`src/rtl/res_station_n_if.sv`:
```
// Dispatch, common-data-bus and functional-unit channels of the reservation station.
// The master side is the surrounding pipeline; the slave side is the station itself.
interface res_station_n_if #(
    parameter int TAG_W     = 3,
    parameter int DATA_W    = 32,
    parameter int CDB_PORTS = 2
) ();
    logic                        alloc_valid;
    logic                        alloc_ready;
    logic [3:0]                  alloc_op;
    logic [2:0]                  alloc_funct3;
    logic                        alloc_funct7;
    logic [TAG_W-1:0]            alloc_src1_tag;
    logic [TAG_W-1:0]            alloc_src2_tag;
    logic [DATA_W-1:0]           alloc_src1_data;
    logic [DATA_W-1:0]           alloc_src2_data;
    logic                        alloc_src1_valid;
    logic                        alloc_src2_valid;
    logic [TAG_W-1:0]            alloc_rd_tag;
    logic [DATA_W-1:0]           alloc_pc;

    logic [CDB_PORTS-1:0]        cdb_valid;
    logic [CDB_PORTS*TAG_W-1:0]  cdb_tag;
    logic [CDB_PORTS*DATA_W-1:0] cdb_data;

    logic                        issue_valid;
    logic                        issue_ready;
    logic [3:0]                  issue_op;
    logic [2:0]                  issue_funct3;
    logic                        issue_funct7;
    logic [DATA_W-1:0]           issue_src1_data;
    logic [DATA_W-1:0]           issue_src2_data;
    logic [DATA_W-1:0]           issue_pc;
    logic [TAG_W-1:0]            issue_tag;

    modport master (
        output alloc_valid, alloc_op, alloc_funct3, alloc_funct7,
               alloc_src1_tag, alloc_src2_tag, alloc_src1_data, alloc_src2_data,
               alloc_src1_valid, alloc_src2_valid, alloc_rd_tag, alloc_pc,
               cdb_valid, cdb_tag, cdb_data, issue_ready,
        input  alloc_ready, issue_valid, issue_op, issue_funct3, issue_funct7,
               issue_src1_data, issue_src2_data, issue_pc, issue_tag
    );

    modport slave (
        input  alloc_valid, alloc_op, alloc_funct3, alloc_funct7,
               alloc_src1_tag, alloc_src2_tag, alloc_src1_data, alloc_src2_data,
               alloc_src1_valid, alloc_src2_valid, alloc_rd_tag, alloc_pc,
               cdb_valid, cdb_tag, cdb_data, issue_ready,
        output alloc_ready, issue_valid, issue_op, issue_funct3, issue_funct7,
               issue_src1_data, issue_src2_data, issue_pc, issue_tag
    );
endinterface

```
`src/rtl/res_station_n.sv`:
```
// Age-ordered reservation station: multi-port CDB wakeup, alloc-cycle bypass,
// oldest-ready issue and synchronous flush.
module res_station_n #(
    parameter int DEPTH     = 4,
    parameter int TAG_W     = 3,
    parameter int DATA_W    = 32,
    parameter int CDB_PORTS = 2,
    parameter int CNT_W     = $clog2(DEPTH + 1)
) (
    input  logic             clk,
    input  logic             rst,
    input  logic             flush,
    res_station_n_if.slave   bus,
    output logic [CNT_W-1:0] count
);
    localparam int IDX_W = $clog2(DEPTH);

    logic              busy_r   [DEPTH];
    logic [3:0]        op_r     [DEPTH];
    logic [2:0]        funct3_r [DEPTH];
    logic              funct7_r [DEPTH];
    logic              s1v_r    [DEPTH];
    logic [TAG_W-1:0]  s1t_r    [DEPTH];
    logic [DATA_W-1:0] s1d_r    [DEPTH];
    logic              s2v_r    [DEPTH];
    logic [TAG_W-1:0]  s2t_r    [DEPTH];
    logic [DATA_W-1:0] s2d_r    [DEPTH];
    logic [TAG_W-1:0]  rd_r     [DEPTH];
    logic [DATA_W-1:0] pc_r     [DEPTH];
    logic [CNT_W-1:0]  rank_r   [DEPTH];
    logic [CNT_W-1:0]  count_r;

    logic              free_found_s;
    logic [IDX_W-1:0]  free_idx_s;
    logic              sel_found_s;
    logic [IDX_W-1:0]  sel_idx_s;
    logic [CNT_W-1:0]  sel_rank_s;
    logic              alloc_ready_s;
    logic              alloc_fire_s;
    logic              issue_fire_s;
    logic [DATA_W:0]   byp1_s;
    logic [DATA_W:0]   byp2_s;

    // Returns {hit, data} for a tag; the lowest-numbered matching port wins.
    function automatic logic [DATA_W:0] cdb_lookup(
        input logic [TAG_W-1:0]            tag,
        input logic [CDB_PORTS-1:0]        vld,
        input logic [CDB_PORTS*TAG_W-1:0]  tags,
        input logic [CDB_PORTS*DATA_W-1:0] data
    );
        logic [DATA_W:0] res;
        res = '0;
        for (int p = CDB_PORTS - 1; p >= 0; p--) begin
            if (vld[p] && (tags[p*TAG_W +: TAG_W] == tag)) begin
                res = {1'b1, data[p*DATA_W +: DATA_W]};
            end
        end
        return res;
    endfunction

    // Free-slot search, oldest-ready selection and handshake qualification.
    always_comb begin
        free_found_s = 1'b0;
        free_idx_s   = '0;
        sel_found_s  = 1'b0;
        sel_idx_s    = '0;
        sel_rank_s   = '0;
        for (int i = 0; i < DEPTH; i++) begin
            if (!busy_r[i] && !free_found_s) begin
                free_found_s = 1'b1;
                free_idx_s   = IDX_W'(i);
            end else begin
                free_found_s = free_found_s;
            end
            if (busy_r[i] && s1v_r[i] && s2v_r[i] &&
                (!sel_found_s || (rank_r[i] < sel_rank_s))) begin
                sel_found_s = 1'b1;
                sel_idx_s   = IDX_W'(i);
                sel_rank_s  = rank_r[i];
            end else begin
                sel_found_s = sel_found_s;
            end
        end
        alloc_ready_s = (count_r < CNT_W'(DEPTH));
        alloc_fire_s  = bus.alloc_valid && alloc_ready_s && !flush;
        issue_fire_s  = sel_found_s && bus.issue_ready && !flush;
        byp1_s = cdb_lookup(bus.alloc_src1_tag, bus.cdb_valid, bus.cdb_tag, bus.cdb_data);
        byp2_s = cdb_lookup(bus.alloc_src2_tag, bus.cdb_valid, bus.cdb_tag, bus.cdb_data);
    end

    // Issue port fields of the selected entry; all zero when nothing is ready.
    always_comb begin
        bus.alloc_ready     = alloc_ready_s;
        bus.issue_valid     = sel_found_s;
        bus.issue_op        = 4'd0;
        bus.issue_funct3    = 3'd0;
        bus.issue_funct7    = 1'b0;
        bus.issue_src1_data = '0;
        bus.issue_src2_data = '0;
        bus.issue_pc        = '0;
        bus.issue_tag       = '0;
        if (sel_found_s) begin
            bus.issue_op        = op_r[sel_idx_s];
            bus.issue_funct3    = funct3_r[sel_idx_s];
            bus.issue_funct7    = funct7_r[sel_idx_s];
            bus.issue_src1_data = s1d_r[sel_idx_s];
            bus.issue_src2_data = s2d_r[sel_idx_s];
            bus.issue_pc        = pc_r[sel_idx_s];
            bus.issue_tag       = rd_r[sel_idx_s];
        end else begin
            bus.issue_valid = 1'b0;
        end
    end

    // Entry storage: allocation, wakeup, issue retirement and rank compaction.
    always_ff @(posedge clk or negedge rst) begin
        if (!rst) begin
            for (int i = 0; i < DEPTH; i++) begin
                busy_r[i]   <= 1'b0;
                op_r[i]     <= 4'd0;
                funct3_r[i] <= 3'd0;
                funct7_r[i] <= 1'b0;
                s1v_r[i]    <= 1'b0;
                s1t_r[i]    <= '0;
                s1d_r[i]    <= '0;
                s2v_r[i]    <= 1'b0;
                s2t_r[i]    <= '0;
                s2d_r[i]    <= '0;
                rd_r[i]     <= '0;
                pc_r[i]     <= '0;
                rank_r[i]   <= '0;
            end
        end else if (flush) begin
            for (int i = 0; i < DEPTH; i++) begin
                busy_r[i] <= 1'b0;
            end
        end else begin
            for (int i = 0; i < DEPTH; i++) begin
                if (alloc_fire_s && (free_idx_s == IDX_W'(i))) begin
                    busy_r[i]   <= 1'b1;
                    op_r[i]     <= bus.alloc_op;
                    funct3_r[i] <= bus.alloc_funct3;
                    funct7_r[i] <= bus.alloc_funct7;
                    s1t_r[i]    <= bus.alloc_src1_tag;
                    s2t_r[i]    <= bus.alloc_src2_tag;
                    rd_r[i]     <= bus.alloc_rd_tag;
                    pc_r[i]     <= bus.alloc_pc;
                    rank_r[i]   <= count_r - (issue_fire_s ? CNT_W'(1) : CNT_W'(0));
                    if (bus.alloc_src1_valid) begin
                        s1v_r[i] <= 1'b1;
                        s1d_r[i] <= bus.alloc_src1_data;
                    end else begin
                        s1v_r[i] <= byp1_s[DATA_W];
                        s1d_r[i] <= byp1_s[DATA_W-1:0];
                    end
                    if (bus.alloc_src2_valid) begin
                        s2v_r[i] <= 1'b1;
                        s2d_r[i] <= bus.alloc_src2_data;
                    end else begin
                        s2v_r[i] <= byp2_s[DATA_W];
                        s2d_r[i] <= byp2_s[DATA_W-1:0];
                    end
                end else if (busy_r[i]) begin
                    if (issue_fire_s && (sel_idx_s == IDX_W'(i))) begin
                        busy_r[i] <= 1'b0;
                    end else begin
                        if (!s1v_r[i]) begin
                            s1v_r[i] <= cdb_lookup(s1t_r[i], bus.cdb_valid, bus.cdb_tag, bus.cdb_data) >> DATA_W;
                            s1d_r[i] <= cdb_lookup(s1t_r[i], bus.cdb_valid, bus.cdb_tag, bus.cdb_data) >> 0;
                        end
                        if (!s2v_r[i]) begin
                            s2v_r[i] <= cdb_lookup(s2t_r[i], bus.cdb_valid, bus.cdb_tag, bus.cdb_data) >> DATA_W;
                            s2d_r[i] <= cdb_lookup(s2t_r[i], bus.cdb_valid, bus.cdb_tag, bus.cdb_data) >> 0;
                        end
                        if (issue_fire_s && (rank_r[i] > sel_rank_s)) begin
                            rank_r[i] <= rank_r[i] - CNT_W'(1);
                        end
                    end
                end
            end
        end
    end

    // Occupancy counter; flush empties the station.
    always_ff @(posedge clk or negedge rst) begin
        if (!rst) begin
            count_r <= '0;
        end else if (flush) begin
            count_r <= '0;
        end else begin
            case ({alloc_fire_s, issue_fire_s})
                2'b10:   count_r <= count_r + CNT_W'(1);
                2'b01:   count_r <= count_r - CNT_W'(1);
                default: count_r <= count_r;
            endcase
        end
    end

    assign count = count_r;
endmodule
```
`src/flat_wrapper.sv`:
```
// flat-port wrapper written by rule: the top's interface ports become plain ports
module res_station_n_flat 
#(
    parameter int DEPTH     = 4,
    parameter int TAG_W     = 3,
    parameter int DATA_W    = 32,
    parameter int CDB_PORTS = 2,
    parameter int CNT_W     = $clog2(DEPTH + 1)
)
  (clk, rst, flush, count, bus_alloc_valid, bus_alloc_op, bus_alloc_funct3, bus_alloc_funct7, bus_alloc_src1_tag, bus_alloc_src2_tag, bus_alloc_src1_data, bus_alloc_src2_data, bus_alloc_src1_valid, bus_alloc_src2_valid, bus_alloc_rd_tag, bus_alloc_pc, bus_cdb_valid, bus_cdb_tag, bus_cdb_data, bus_issue_ready, bus_alloc_ready, bus_issue_valid, bus_issue_op, bus_issue_funct3, bus_issue_funct7, bus_issue_src1_data, bus_issue_src2_data, bus_issue_pc, bus_issue_tag);
  res_station_n_if #(.TAG_W(TAG_W), .DATA_W(DATA_W), .CDB_PORTS(CDB_PORTS)) bus_i ();
  input  logic clk;
  input  logic rst;
  input  logic flush;
  output logic [CNT_W-1:0] count;
  input wire logic [$bits(bus_i.alloc_valid)-1:0] bus_alloc_valid;
  input wire logic [$bits(bus_i.alloc_op)-1:0] bus_alloc_op;
  input wire logic [$bits(bus_i.alloc_funct3)-1:0] bus_alloc_funct3;
  input wire logic [$bits(bus_i.alloc_funct7)-1:0] bus_alloc_funct7;
  input wire logic [$bits(bus_i.alloc_src1_tag)-1:0] bus_alloc_src1_tag;
  input wire logic [$bits(bus_i.alloc_src2_tag)-1:0] bus_alloc_src2_tag;
  input wire logic [$bits(bus_i.alloc_src1_data)-1:0] bus_alloc_src1_data;
  input wire logic [$bits(bus_i.alloc_src2_data)-1:0] bus_alloc_src2_data;
  input wire logic [$bits(bus_i.alloc_src1_valid)-1:0] bus_alloc_src1_valid;
  input wire logic [$bits(bus_i.alloc_src2_valid)-1:0] bus_alloc_src2_valid;
  input wire logic [$bits(bus_i.alloc_rd_tag)-1:0] bus_alloc_rd_tag;
  input wire logic [$bits(bus_i.alloc_pc)-1:0] bus_alloc_pc;
  input wire logic [$bits(bus_i.cdb_valid)-1:0] bus_cdb_valid;
  input wire logic [$bits(bus_i.cdb_tag)-1:0] bus_cdb_tag;
  input wire logic [$bits(bus_i.cdb_data)-1:0] bus_cdb_data;
  input wire logic [$bits(bus_i.issue_ready)-1:0] bus_issue_ready;
  output wire logic [$bits(bus_i.alloc_ready)-1:0] bus_alloc_ready;
  output wire logic [$bits(bus_i.issue_valid)-1:0] bus_issue_valid;
  output wire logic [$bits(bus_i.issue_op)-1:0] bus_issue_op;
  output wire logic [$bits(bus_i.issue_funct3)-1:0] bus_issue_funct3;
  output wire logic [$bits(bus_i.issue_funct7)-1:0] bus_issue_funct7;
  output wire logic [$bits(bus_i.issue_src1_data)-1:0] bus_issue_src1_data;
  output wire logic [$bits(bus_i.issue_src2_data)-1:0] bus_issue_src2_data;
  output wire logic [$bits(bus_i.issue_pc)-1:0] bus_issue_pc;
  output wire logic [$bits(bus_i.issue_tag)-1:0] bus_issue_tag;
  assign bus_i.alloc_valid = bus_alloc_valid;
  assign bus_i.alloc_op = bus_alloc_op;
  assign bus_i.alloc_funct3 = bus_alloc_funct3;
  assign bus_i.alloc_funct7 = bus_alloc_funct7;
  assign bus_i.alloc_src1_tag = bus_alloc_src1_tag;
  assign bus_i.alloc_src2_tag = bus_alloc_src2_tag;
  assign bus_i.alloc_src1_data = bus_alloc_src1_data;
  assign bus_i.alloc_src2_data = bus_alloc_src2_data;
  assign bus_i.alloc_src1_valid = bus_alloc_src1_valid;
  assign bus_i.alloc_src2_valid = bus_alloc_src2_valid;
  assign bus_i.alloc_rd_tag = bus_alloc_rd_tag;
  assign bus_i.alloc_pc = bus_alloc_pc;
  assign bus_i.cdb_valid = bus_cdb_valid;
  assign bus_i.cdb_tag = bus_cdb_tag;
  assign bus_i.cdb_data = bus_cdb_data;
  assign bus_i.issue_ready = bus_issue_ready;
  assign bus_alloc_ready = bus_i.alloc_ready;
  assign bus_issue_valid = bus_i.issue_valid;
  assign bus_issue_op = bus_i.issue_op;
  assign bus_issue_funct3 = bus_i.issue_funct3;
  assign bus_issue_funct7 = bus_i.issue_funct7;
  assign bus_issue_src1_data = bus_i.issue_src1_data;
  assign bus_issue_src2_data = bus_i.issue_src2_data;
  assign bus_issue_pc = bus_i.issue_pc;
  assign bus_issue_tag = bus_i.issue_tag;
  res_station_n #(.DEPTH(DEPTH), .TAG_W(TAG_W), .DATA_W(DATA_W), .CDB_PORTS(CDB_PORTS), .CNT_W(CNT_W)) u_core (.clk(clk), .rst(rst), .flush(flush), .bus(bus_i), .count(count));
endmodule
```
`config.mk`:
```
export PLATFORM = sky130hd
export DESIGN_NAME = res_station_n_flat
export DESIGN_NICKNAME = d
export VERILOG_FILES = /design/src/rtl/res_station_n_if.sv /design/src/rtl/res_station_n.sv /design/src/flat_wrapper.sv
export SDC_FILE = /design/constraint.sdc
export NUM_CORES = 1
export LEC_CHECK = 0
export BUFFER_PORTS_ARGS = -buffer_cell sky130_fd_sc_hd__buf_2
export CAP_MARGIN = 20
export CORE_AREA = 2 2 242 244
export DETAILED_ROUTE_END_ITERATION = 16
export DIE_AREA = 0 0 244 246
export PLACE_DENSITY = 0.67
export SYNTH_ARGS = -nofsm -noshare
export SYNTH_HDL_FRONTEND = slang
export SYNTH_SLANG_ARGS = --single-unit
```
`constraint.sdc`:
```
create_clock -name clk -period 12.29 [get_ports clk]
set_clock_uncertainty 0.1 [all_clocks]
set_input_delay 0 -clock clk [delete_from_list [all_inputs] [get_ports clk]]
set_output_delay 0 -clock clk [all_outputs]
set_load 0.005 [all_outputs]
```
Yosys cells after proc, flatten, opt, wreduce, memory -nomap -nowiden --
Index checks and enable logic that the tools add are counted.
Storage, ports and cells: register bits after elaboration 479, input port bits 192, output and inout bits 112, word-level logic and storage cells 370
Cells by class: $add $sub $neg 7, magnitude comparators 9, equal/unequal tests 40, muxes and demuxes 166, bitwise operators 2, reduce and logical (&&, ||, !) cells 93
Operators with widths (number):
- $mux 32 | 43
- $mux 33 | 20
- $bmux 32 s2 | 3
- $mux 3 | 27
- $eq 3x3->1 | 20
- $mux 1 | 60
- $logic_and 1x1->1 | 50
- $reduce_and 4->1 | 12
- $mux 4 | 4
- $ne 2x2->1 const B | 8
- $reduce_bool 2->1 | 8
- $sub 3x1->3 const B | 5
- $bmux 3 s2 | 2
- $gt 3x3->1 | 4
- $reduce_and 3->1 | 4
- $eq 2x2->1 const B | 5
- $logic_not 1->1 | 9
- $lt 3x3->1 | 3
- $bmux 4 s2 | 1
- $mux 2 | 4
- $ne 2x1->1 const B | 4
- $reduce_and 2->1 | 4
- $eq 2x1->1 const B | 3
- $pmux 3 s2 | 1
- 10 further kinds | 13

Longest topological paths before layout --
depth after elaboration 22, mapped depth 34

Worst setup path before layout --
No wires, ideal clock.
kind reg-to-reg, from register u_core.busy_r[3] (netlist name), to register u_core.rank_r[8] (netlist name), setup time 0.082 ns, arrival 6.562 ns, required time 12.108 ns, setup slack 5.546 ns, stages on the path, launching flop included 29, buffers on the path 5, period minus slack after synthesis 6.744 ns, cells stage by stage dfrtp_1 > buf_4 > and3_1 > buf_4 > nand2_1 > ha_1 > o21ai_1 > o21ai_0 > mux2_2 > ha_1 > or4_1 > a21oi_1 > nor2_1 > buf_2 > buf_2 > o21ai_0 > ha_1 > a21oi_1 > a31oi_1 > a211o_1 > a31oi_4 > clkbuf_1 > mux2_2 > ha_1 > nor2b_1 > o21ai_0 > a211o_1 > or4_1 > a31oi_1
On the way: cells in the longest elaborated chain, start to end 20, elaborated cells on any way between the ends 51, those cells by class 1 x add/sub; 4 x order compare; 3 x eq/ne; 19 x mux; 24 x reduce/logical
Ends and longest elaborated chain:
- start: declaration | RTL line res_station_n.sv:18 | logic busy_r [DEPTH];
- start signal: indexed assignment | RTL line res_station_n.sv:119 | busy_r[i] <= 1'b0;
- start signal: indexed assignment | RTL line res_station_n.sv:135 | busy_r[i] <= 1'b0;
- start signal: indexed assignment | RTL line res_station_n.sv:140 | busy_r[i] <= 1'b1;
- $logic_and 1x1->1 (2 in series) | RTL line res_station_n.sv:75 | if (busy_r[i] && s1v_r[i] && s2v_r[i] &&
- $mux 3 or $mux 1 (tied branches) | RTL line res_station_n.sv:75
- $lt 3x3->1 or $logic_not 1->1 (tied branches) | RTL line res_station_n.sv:76 | (!sel_found_s || (rank_r[i] < sel_rank_s))) begin
- $logic_or 1x1->1 | RTL line res_station_n.sv:76
- $logic_and 1x1->1 | RTL line res_station_n.sv:75
- $mux 3 or $mux 1 (tied branches) | RTL line res_station_n.sv:75
- $lt 3x3->1 or $logic_not 1->1 (tied branches) | RTL line res_station_n.sv:76
- $logic_or 1x1->1 | RTL line res_station_n.sv:76
- [2 not listed]
- $lt 3x3->1 or $logic_not 1->1 (tied branches) | RTL line res_station_n.sv:76
- $logic_or 1x1->1 | RTL line res_station_n.sv:76
- $logic_and 1x1->1 | RTL line res_station_n.sv:75
- $mux 1 | RTL line res_station_n.sv:75
- $logic_and 1x1->1 (2 in series) | RTL line res_station_n.sv:86 | issue_fire_s = sel_found_s && bus.issue_ready && !flush;
- $mux 1, or another cell as far along | RTL line res_station_n.sv:148 | rank_r[i] <= count_r - (issue_fire_s ? CNT_W'(1) : CNT_W'(0));
- $sub 3x3->3, or another cell as far along | RTL line res_station_n.sv:148
- $mux 3 or $reduce_and 4->1 (tied branches)
- end signal: indexed assignment | RTL line res_station_n.sv:148
- end signal: indexed assignment | RTL line res_station_n.sv:176 | rank_r[i] <= rank_r[i] - CNT_W'(1);
- end: declaration | RTL line res_station_n.sv:30 | logic [CNT_W-1:0] rank_r [DEPTH];
Parallel ways exist; a longest one is shown, timed or not. A chain may end at the register's enable or synchronous reset.

Final worst setup path --
from register u_core.busy_r[3] (netlist name), to output bus_issue_src2_data[31]
On the way: cells in the longest elaborated chain, start to end 20, elaborated cells on any way between the ends 29, those cells by class 3 x order compare; 14 x mux; 1 x bitwise; 11 x reduce/logical
Ends and longest elaborated chain:
- $logic_and 1x1->1 (*) (2 in series) | RTL line res_station_n.sv:75
- $mux 3 or $mux 1 (tied branches) | RTL line res_station_n.sv:75
- $lt 3x3->1 or $logic_not 1->1 (tied branches) | RTL line res_station_n.sv:76
- $logic_or 1x1->1 | RTL line res_station_n.sv:76
- $logic_and 1x1->1 | RTL line res_station_n.sv:75
- $mux 3 or $mux 1 (tied branches) | RTL line res_station_n.sv:75
- $lt 3x3->1 or $logic_not 1->1 (tied branches) | RTL line res_station_n.sv:76
- $logic_or 1x1->1 | RTL line res_station_n.sv:76
- [2 not listed]
- $lt 3x3->1 or $logic_not 1->1 (tied branches) | RTL line res_station_n.sv:76
- $logic_or 1x1->1 | RTL line res_station_n.sv:76
- $logic_and 1x1->1 | RTL line res_station_n.sv:75
- $mux 2 | RTL line res_station_n.sv:75
- $not 2->3 (not written as such) | RTL line res_station_n.sv:107 | bus.issue_src2_data = s2d_r[sel_idx_s];
- $bmux 32 s2 | RTL line res_station_n.sv:107
- $mux 32 (not written as such) (2 in series) | RTL line res_station_n.sv:107
- $mux 32 (*) | RTL line res_station_n.sv:102 | if (sel_found_s) begin
- end: declaration | RTL line flat_wrapper.sv:38 | output wire logic [$bits(bus_i.issue_src2_data)-1:0] bus_issue_src2_data;
Mark *: on every way between the ends. The rest lies on a longest branch, timed or not. The select of a mux whose other input is x is not followed.

==> run_results.csv <==
group,metric,value,unit
synthesis,synthDistinctLibCells,60,
global_routing,grt-ovfl-total,0,
placed_design,postPlaceCellArea,29890,µm²
layout,fin_nets,4053,
cts,clockBufferDepth,3,
setup_path,arrival,8.35,ns
pwr,ir_worst_vdd,0.1159,mV
sta,setup_violations,0,
die,io_pins,304,
pwr,power.density,151.6,nW/µm²
drt,first_pass_iters,7,
cts,cts_buffers,54,
global_routing,track_usage,38.93,%
sta,rsz0062_at_grt,"false",
sta,relSlewSlack,21.53,%
placed_design,hpwlAfterDp,65.74,mm
layout,area.growth.synth_to_final,24.61,%
setup_path,rr_worst_depth,26,
cts,cts_setup_buffers,0,
placed_design,gp_congestion,0.9459,
placed_design,io_buffers,303,
synthesis,synth_ff_type,"dfrtp_1",
synthesis,ys_warn_count,0,
setup_path,timing.rr.end,"u_core.rank_r[6]",
run_status,status,"finished clean",
setup_path,path_class,"reg2out",
sta,fmaxAchievable,118.3,MHz
synthesis,syn_avg_cell_area,8.182,µm²
cts,cts.clk_slew.worst_paths,0.06,ns
layout,final_util,61.63,%
cts,postCtsHoldBufs,348,
die,die_area,60020,µm²
synthesis,synth_nets,3685,
setup_path,setup.worst_path.end_class,"primary output",
pwr,power,0.005361,W
sta,post-route-min-period,8.451,ns
drt,dr_total_vias,30830,
setup_path,critical_path_required,12.19,ns
pwr,leakage,15.72,nW
die,core,57370,µm²
worst_hold_path,hp-class,"in2async",
cts,cts.sinks,479,
layout,drive_gt1_share,13.02,%
drt,routed_wl,119.4,mm
synthesis,synth_cells,3468,
sta,post-route-period-util,68.76,%
cts,cts_resized,0,
drt,ant_nets,0,
sta,slew_viol_final,0,
synthesis,async_flop_share,100.0,%
drt,drt_iter0_drc,4022,
global_routing,grt_pass1_wl,182.5,mm
die,die_w,244,µm
layout,finalNonFillerCells,4656,
die,dieHeight,246,µm
cts,cts_root_buf,"clkbuf_16",
synthesis,synth_top_area_share,42.25,%
synthesis,yosys_register_bits,479,
sta,finalSetupTns,0,ns
die,start_util,49.46,%
synthesis,yosysSeqAreaShare,42.25,%
layout,fillerInstances,4880,
setup_path,start_kind,"flop",
setup_path,ff2ff_setup_slack,3.86,ns
synthesis,syn_area,28370,µm²
cts,htree_levels,2,
cts,worstSkewPairLatency,0.63,ns
global_routing,antenna_found_initial,18,
synthesis,synth_edf_count,0,
setup_path,critPathMaxFanout,64,
sta,tightest_slew,1.177,ns
drt,wl_per_cell,25.64,µm
global_routing,grt_max_degree,149,
placed_design,place_inst,4195,
layout,final_cell_mix,"nand2_1 (917), dfrtp_1 (479), o21ai_0 (396), dlygate4sd3_1 (348), buf_2 (301)",
drt,drc_errors,0,
synthesis,synthTopCellsByArea,"dfrtp_1 (42%), nand2_1 (12%), a221o_1 (11%)",
global_routing,grt_pass1_vias,31160,
layout,design_area,35360,µm²
drt,routed_via_density,6.621,
setup_path,r2r-start,"u_core.busy_r[3]",
sta,finalHoldViolCount,0,
layout,layout_commonest_cell,"nand2_1",
synthesis,synth_area_leader_cell,"dfrtp_1",
cts,cts_tree,"done",
job,maxCapViolations,0,
die,rows,88,
## worst max-delay path by stage
stage,end,slack (ns),cells past startpoint,startpoint
finish,bus_issue_src2_data[31],3.84,22,u_core.busy_r[3]
floorplan,u_core.rank_r[8],5.55,28,u_core.busy_r[3]
global placement,u_core.rank_r[8],4.09,25,u_core.busy_r[3]
CTS,u_core.rank_r[6],3.91,26,u_core.busy_r[3]
detailed placement,u_core.rank_r[6],3.92,26,u_core.busy_r[3]
global route,bus_issue_src2_data[31],3.30,22,u_core.busy_r[3]
## area by class of cell
class | count | area (µm²) | area share, %
Clock inverter | 18 | 237.7 | 0.6724
Inverter | 20 | 75.07 | 0.2123
Multi-Input combinational cell | 2569 | 14890 | 42.11
Tap cell | 765 | 957.2 | 2.707
Antenna cell | 11 | 27.53 | 0.07786
Timing Repair Buffer | 712 | 5527 | 15.63
Sequential cell | 479 | 11990 | 33.90
Clock buffer | 82 | 1657 | 4.686
## worst max-delay path, cell delays in order, from the launching register on
cell	delay, ns
dfrtp_1	0.57
and3_1	0.46
nand2_1	0.12
ha_1	0.33
o21ai_1	0.11
o21ai_0	0.55
mux2_2	0.43
ha_1	0.22
or4_1	0.51
a21oi_1	0.33
nor2_4	0.08
buf_4	0.28
nand2_1	0.12
o21ai_0	0.12
ha_1	0.36
nand2_1	0.06
a31oi_1	0.35
nor3_1	0.11
a311oi_2	0.48
and3_4	0.70
buf_4	0.80
a221o_1	0.44
buf_2	0.17
## layer usage
metal	share of wire, %	wire, µm	track usage, %
met5	0.081	97	0
met3	12	14120	10.08
met2	46	54420	61.63
met4	6.3	7461	23.35
met1	36	43260	47.94
## stage by stage
step / setup WS (ns) / hold slack (ns)
6_report: 3.839 / 0.03458
2_1_floorplan: 5.546 / -0.3956
3_3_place_gp: 4.091 / 0.1340
3_5_place_dp: 3.924 / 0.1401
4_1_cts: 3.908 / 0.01750
5_1_grt: 3.295 / 0.05600
## power breakdown
part / total (W) / switching, W / internal [W]
Clock: 0.00172 / 0.000706 / 0.00102
Combinational: 0.00143 / 0.000810 / 0.000616
Sequential: 0.00221 / 0.000262 / 0.00195
## synthesized netlist by cell type (3+ instances only)
| cell type | count |
|---|---|
| nor2b_1 | 8 |
| nand2_1 | 917 |
| inv_1 | 19 |
| a22oi_1 | 132 |
| nor3_1 | 20 |
| a221o_1 | 300 |
| buf_2 | 45 |
| buf_1 | 31 |
| a21oi_1 | 125 |
| a211oi_1 | 4 |
| and4_1 | 3 |
| o31ai_1 | 3 |
| dfrtp_1 | 479 |
| a31oi_1 | 6 |
| a211o_1 | 68 |
| clkbuf_1 | 317 |
| or3_1 | 4 |
| nor2_1 | 94 |
| nor3b_1 | 3 |
| or4_1 | 4 |
| buf_6 | 3 |
| xnor2_1 | 42 |
| ha_1 | 24 |
| buf_4 | 4 |
| o21ai_1 | 69 |
| a21o_1 | 8 |
| nand3_1 | 119 |
| and3_1 | 6 |
| nand4_1 | 12 |
| or2_2 | 4 |
| and2_1 | 3 |
| xor2_1 | 22 |
| o21ai_0 | 396 |
| nand2b_1 | 10 |
| mux2_2 | 3 |
| o211ai_1 | 66 |
| o21a_1 | 66 |
## kinds of logic (layout without fill, tap and decap cells)
| group | after synthesis | in the layout | synth area share [%] |
|---|---|---|---|
| simple gates | 1212 | 1212 | 17.27 |
| buf+inv | 420 | 832 | 5.887 |
| compound gates | 1265 | 1265 | 31.38 |
| other cells | 0 | 11 | 0 |
| xor+xnor | 64 | 64 | 1.976 |
| fa+ha+maj | 25 | 25 | 1.129 |
| mux | 3 | 3 | 0.1191 |
| flops | 479 | 479 | 42.25 |
## registers in the layout (all words and copies together), names as in the netlist
name	flops
u_core.pc_r	128
u_core.s1d_r	128
u_core.s2d_r	128
u_core.op_r	16
u_core.funct3_r	12
u_core.rank_r	12
u_core.rd_r	12
u_core.s1t_r	12
u_core.s2t_r	12
u_core.busy_r	4
u_core.funct7_r	4
u_core.s1v_r	4
u_core.s2v_r	4
u_core.count	3
Note: power is estimated with default switching activity, not from simulation.
